`config.mk`:
```
export PLATFORM = sky130hd
export DESIGN_NAME = if_fetch_stage
export DESIGN_NICKNAME = d
export VERILOG_FILES = /design/src/rtl/if_fetch_stage.sv
export SDC_FILE = /design/constraint.sdc
export NUM_CORES = 1
export LEC_CHECK = 0
export ABC_CLOCK_PERIOD_IN_PS = 8100
export BUFFER_PORTS_ARGS = -buffer_cell sky130_fd_sc_hd__buf_2
export CAP_MARGIN = 40
export CORE_ASPECT_RATIO = 1.75
export CORE_MARGIN = 4
export CORE_UTILIZATION = 45
export DETAILED_ROUTE_END_ITERATION = 7
export GPL_TIMING_DRIVEN = 0
export PLACE_DENSITY = 0.81
export SLEW_MARGIN = 20
export SYNTH_ARGS = -nofsm -noshare
export SYNTH_HDL_FRONTEND = slang
export SYNTH_SLANG_ARGS = --single-unit
```
`constraint.sdc`:
```
create_clock -name clk -period 8.1 [get_ports clk]
set_input_delay 1.62 -clock clk [delete_from_list [all_inputs] [get_ports clk]]
set_output_delay 1.62 -clock clk [all_outputs]
set_load 0.1 [all_outputs]
```
`src/rtl/if_fetch_stage.sv`:
```
// ----------------------------------------------------------------------------
// if_fetch_stage
//   Instruction-fetch stage with IF/ID pipeline register. Holds the PC, fetches
//   over a req/ack handshake to variable-latency instruction memory and presents
//   {instr, pc+4, valid} to ID. Honours load-use stall (one-entry skid buffer
//   catches an instruction acked while stalled) and branch flush/redirect (a
//   wrong-path access still outstanding is drained and its data discarded).
//
// Optional feature: define FETCH_PERF_EN to build the two 32-bit performance
//   counters; when undefined both counter ports are tied to zero.
//
// Ports:
//   clk, rst          rising-edge clock, asynchronous active-high reset
//   stall             hold PC and IF/ID this cycle
//   flush             kill IF/ID, redirect PC to branch_target
//   branch_target     redirect address, sampled when flush=1
//   imem_req/addr     fetch request and address (addr = PC)
//   imem_ack/rdata    memory response
//   instr_out/pc4_out/valid_out   IF/ID register contents
//   perf_fetch_cnt    valid instructions loaded into IF/ID
//   perf_bubble_cnt   bubbles loaded into IF/ID
// ----------------------------------------------------------------------------
module if_fetch_stage #(
    parameter int unsigned     PC_W     = 32,
    parameter int unsigned     INSTR_W  = 32,
    parameter logic [PC_W-1:0] RESET_PC = '0
) (
    input  logic               clk,
    input  logic               rst,
    input  logic               stall,
    input  logic               flush,
    input  logic [PC_W-1:0]    branch_target,
    output logic               imem_req,
    output logic [PC_W-1:0]    imem_addr,
    input  logic               imem_ack,
    input  logic [INSTR_W-1:0] imem_rdata,
    output logic [INSTR_W-1:0] instr_out,
    output logic [PC_W-1:0]    pc4_out,
    output logic               valid_out,
    output logic [31:0]        perf_fetch_cnt,
    output logic [31:0]        perf_bubble_cnt
);

    typedef enum logic [1:0] {StRst, StFetch, StHold, StDrain} state_e;

    state_e             state_q, state_d;
    logic [PC_W-1:0]    pc_q, pc_d;
    logic [PC_W-1:0]    tgt_q, tgt_d;
    logic [INSTR_W-1:0] skid_q, skid_d;
    logic [INSTR_W-1:0] instr_q, instr_d;
    logic [PC_W-1:0]    pc4_q, pc4_d;
    logic               valid_q, valid_d;

    logic               load_valid, load_bubble;
    logic [INSTR_W-1:0] new_instr;
    logic [PC_W-1:0]    new_pc4;
    logic [PC_W-1:0]    pc_plus4;

    assign pc_plus4  = pc_q + PC_W'(4);
    assign imem_req  = (state_q == StFetch) || (state_q == StDrain);
    assign imem_addr = pc_q;
    assign instr_out = instr_q;
    assign pc4_out   = pc4_q;
    assign valid_out = valid_q;

    always_comb begin
        state_d     = state_q;
        pc_d        = pc_q;
        tgt_d       = tgt_q;
        skid_d      = skid_q;
        load_valid  = 1'b0;
        load_bubble = 1'b0;
        new_instr   = imem_rdata;
        new_pc4     = pc_plus4;

        unique case (state_q)
            StRst: state_d = StFetch;
            StFetch: begin
                if (flush) begin
                    load_bubble = 1'b1;
                    if (imem_ack) begin
                        pc_d = branch_target;
                    end else begin
                        // Request must stay up until acked; remember where to go.
                        tgt_d   = branch_target;
                        state_d = StDrain;
                    end
                end else if (imem_ack) begin
                    pc_d = pc_plus4;
                    if (stall) begin
                        skid_d  = imem_rdata;
                        state_d = StHold;
                    end else begin
                        load_valid = 1'b1;
                    end
                end else if (!stall) begin
                    load_bubble = 1'b1;
                end
            end
            StHold: begin
                if (flush) begin
                    load_bubble = 1'b1;
                    pc_d        = branch_target;
                    state_d     = StFetch;
                end else if (!stall) begin
                    // pc already advanced when the skid was filled, so pc = old pc + 4.
                    load_valid = 1'b1;
                    new_instr  = skid_q;
                    new_pc4    = pc_q;
                    state_d    = StFetch;
                end
            end
            StDrain: begin
                if (imem_ack) begin
                    pc_d    = flush ? branch_target : tgt_q;
                    state_d = StFetch;
                end else if (flush) begin
                    tgt_d = branch_target;
                end
            end
            default: state_d = StRst;
        endcase

        instr_d = instr_q;
        pc4_d   = pc4_q;
        valid_d = valid_q;
        if (load_bubble) begin
            instr_d = '0;
            pc4_d   = '0;
            valid_d = 1'b0;
        end else if (load_valid) begin
            instr_d = new_instr;
            pc4_d   = new_pc4;
            valid_d = 1'b1;
        end
    end

    always_ff @(posedge clk or posedge rst) begin
        if (rst) begin
            state_q <= StRst;
            pc_q    <= RESET_PC;
            tgt_q   <= '0;
            skid_q  <= '0;
            instr_q <= '0;
            pc4_q   <= '0;
            valid_q <= 1'b0;
        end else begin
            state_q <= state_d;
            pc_q    <= pc_d;
            tgt_q   <= tgt_d;
            skid_q  <= skid_d;
            instr_q <= instr_d;
            pc4_q   <= pc4_d;
            valid_q <= valid_d;
        end
    end

`ifdef FETCH_PERF_EN
    logic [31:0] fetch_cnt_q, bubble_cnt_q;

    always_ff @(posedge clk or posedge rst) begin
        if (rst) begin
            fetch_cnt_q  <= '0;
            bubble_cnt_q <= '0;
        end else begin
            if (load_valid)  fetch_cnt_q  <= fetch_cnt_q + 32'd1;
            if (load_bubble) bubble_cnt_q <= bubble_cnt_q + 32'd1;
        end
    end

    assign perf_fetch_cnt  = fetch_cnt_q;
    assign perf_bubble_cnt = bubble_cnt_q;
`else
    assign perf_fetch_cnt  = 32'h0;
    assign perf_bubble_cnt = 32'h0;
`endif

endmodule

```
==> flow_summary.ini <==
[synthesis]
ys_top_cells_by_area = dfrtp_1 (46%), mux2_2 (10%), o21ai_0 (6.1%), buf_4 (5.6%), mux2i_1 (4.4%)
syn_area_mm2 = 0.00881
synth_compound_area_frac = 0.123
synthCells = 877
yosys.area.top_type = dfrtp_1
ys_seq_elements = 163
synth_cell_types = 51
yosysWarningCount = 0
synth-xor-area-share = 0.0437
synth-main-ff-cell = dfrtp_1
synth_seq_area_share = 0.463
synthSimpleGateAreaFrac = 0.121
synth_top_family_by_area = multiplexers
synth-async-reset-ratio = 1.00
synthAdderAreaFrac = 0.00710
synth.top_cell.area_share = 0.463
synth_mux_area_frac = 0.148
synth-edff-count = 0
synth.avg_cell_area_um2 = 10.0

[global_routing]
grt_pass1_vias = 7567
grt.total_usage = 0.229
grt_max_degree = 106
overflow = 0
grt_first_pass_wirelength_um = 39400
antenna_found_initial = 11

[finish]
syn_to_final_growth_pct = 22.6
final_nets = 1200
drive_gt1_frac = 0.332
final_cell_mix = buf_2 (190), dfrtp_1 (163), o21ai_0 (107), nand2_1 (88), mux2_2 (81)
mostFrequentLayoutCell = buf_2
nFillCells = 1719
final_cells = 1386
final_cell_area_mm2 = 0.0108

[clocking]
cts_tree = yes
root_buffer = clkbuf_16
post_cts_buffers = 0
cts_buffers = 17
htreeDepth = 4
clockBufferDepth = 2
clock_sinks = 163
clk_pin_slew_ns = 0.06
hold_buffers = 0
cts_resized = 0
clk-insertion-delay-late_ns = 0.43

[setup_path]
worstReg2RegStart = state_q[0]$_DFFE_PP0P_
startpoint_type = flip-flop
cp_common_cell = buf_2
cpPeakStageDelay_ns = 0.44
crit_fanout = 8
ff2ff_path_depth = 10
path_cells = inv_1 > ha_1 > or2_1 > buf_2 > buf_2
slowest_stage = buf_2
r2r-end = instr_out[6]$_DFFE_PP0P_
reg2reg_slack_ns = 5.50
cp.required_ns = 6.48
cp-end-kind = output port
crit_type = reg -> out
cp.arrival_ns = 1.92

[routing]
routed_via_density = 5.41
antenna_left = 0
via_count = 7501
drcViolationCount = 0
routedWlPerCell_um = 18.1
first_pass_iters = 5
drt_iter0_markers = 418
wl_um = 25100

[timing]
fmax_mhz = 282
slew_viol_final = 0
final_hold_viol_count = 0
relSlewSlack = 0.423
grt_setup_unrepaired = false
finClkSkew_ns = 0.0103
fin_crit_ns = 3.54
fin_setup_tns_ns = 0
setup_violations = 0
finalCritPeriodShare = 0.437
worst_pin_slew_ns = 0.859

[placement]
dp_cells = 1348
gp_congestion = 0.914
placed_area_mm2 = 0.0102
portBuffers = 166
dp_hpwl_um = 19000

[status]
status = finished clean

[floorplan]
io_pins = 231
die_area_mm2 = 0.0220
start_util = 0.459
dieHeight_um = 193
core_region_area_mm2 = 0.0192
rows = 67
die_w_um = 114

[min_path]
holdPathStages = 2
hp-class = reg -> reg
holdPathEnd = instr_out[20]$_DFFE_PP0P_
hold_start = instr_out[20]$_DFFE_PP0P_

[job]
cap_violations = 0
==> kinds of logic after synthesis <==
| logic type | after synthesis |
|---|---|
| flip-flops | 163 |
| XOR/XNOR | 44 |
| adder cells (fa/ha/maj) | 5 |
| multiplexers | 120 |
| other | 1 |
| AO/OA/AOI/OAI | 180 |
| buffers and inverters | 142 |
| AND/OR/NAND/NOR | 222 |
==> critical path, delay by kind of cell, from the launching register on <==
family,cells,cell delay (ns)
buffers and inverters,3,0.66
flip-flops,1,0.42
AND/OR/NAND/NOR,1,0.13
adder cells (fa/ha/maj),1,0.28
==> layer usage <==
metal	vias to the layer above	wire length, um	GRT usage
met5	-	55	0
met4	10	1390	0.151
met3	107	2100	0.0637
met2	385	13100	0.403
met1	3516	8480	0.235
li1	3483	-	-
==> state kept, by name, indices dropped and copies added, names as in the netlist <==
register   count
pc4_out       32
state_q        2
tgt_q         32
skid_q        32
imem_addr     32
valid_out      1
instr_out     32
==> stage by stage <==
step / worst slack, ns / hold slack (ns) / util
floorplan: 2.08 / 0.449 / -
global placement: 0.266 / 0.454 / 0.530
detailed placement: 4.33 / 0.465 / 0.532
CTS: 4.54 / 0.479 / 0.562
global route: 4.43 / 0.504 / 0.563
finish: 4.56 / 0.474 / 0.563
==> synthesized netlist by cell type, drive strengths merged, types with 17 or more instances <==
master and instances:
a221oi 20, a22oi 17, buf 97, clkbuf 32, dfrtp 163, mux2 81
mux2i 39, nand2 88, nand3 20, nand4 17, nor2 43, o21ai 109
xnor2 22, xor2 22
==> layout make-up <==
type / instances / area (um^2) / share of cell area
clock buffer: 19 / 443 / 0.0410
sequential: 163 / 4080 / 0.377
clock inverter: 13 / 128 / 0.0118
timing repair buffer: 167 / 858 / 0.0794
tap: 241 / 302 / 0.0279
inverter: 13 / 56.3 / 0.00521
buffer: 129 / 777 / 0.0719
antenna: 6 / 15.0 / 0.00139
multi-input combinational: 635 / 4150 / 0.384
==> worst max path at each step <==
stage                                          end                    from  depth (start not counted)  slack (ns)
after floorplan           imem_addr[0]$_DFFE_PP0P_                     rst                          1        2.08
after global placement       skid_q[2]$_DFFE_PP0P_                     rst                          2        0.27
after detailed placement   pc4_out[30]$_DFFE_PP0P_                   flush                          9        4.33
after CTS                                 imem_req  state_q[1]$_DFFE_PP0P_                          5        4.54
after global routing                      imem_req  state_q[1]$_DFFE_PP0P_                          5        4.43
final                                     imem_req  state_q[1]$_DFFE_PP0P_                          5        4.56
Power is left out: the tool's default activity adds up to more than one toggle a clock period on the data nets, which glitch-free logic cannot reach.
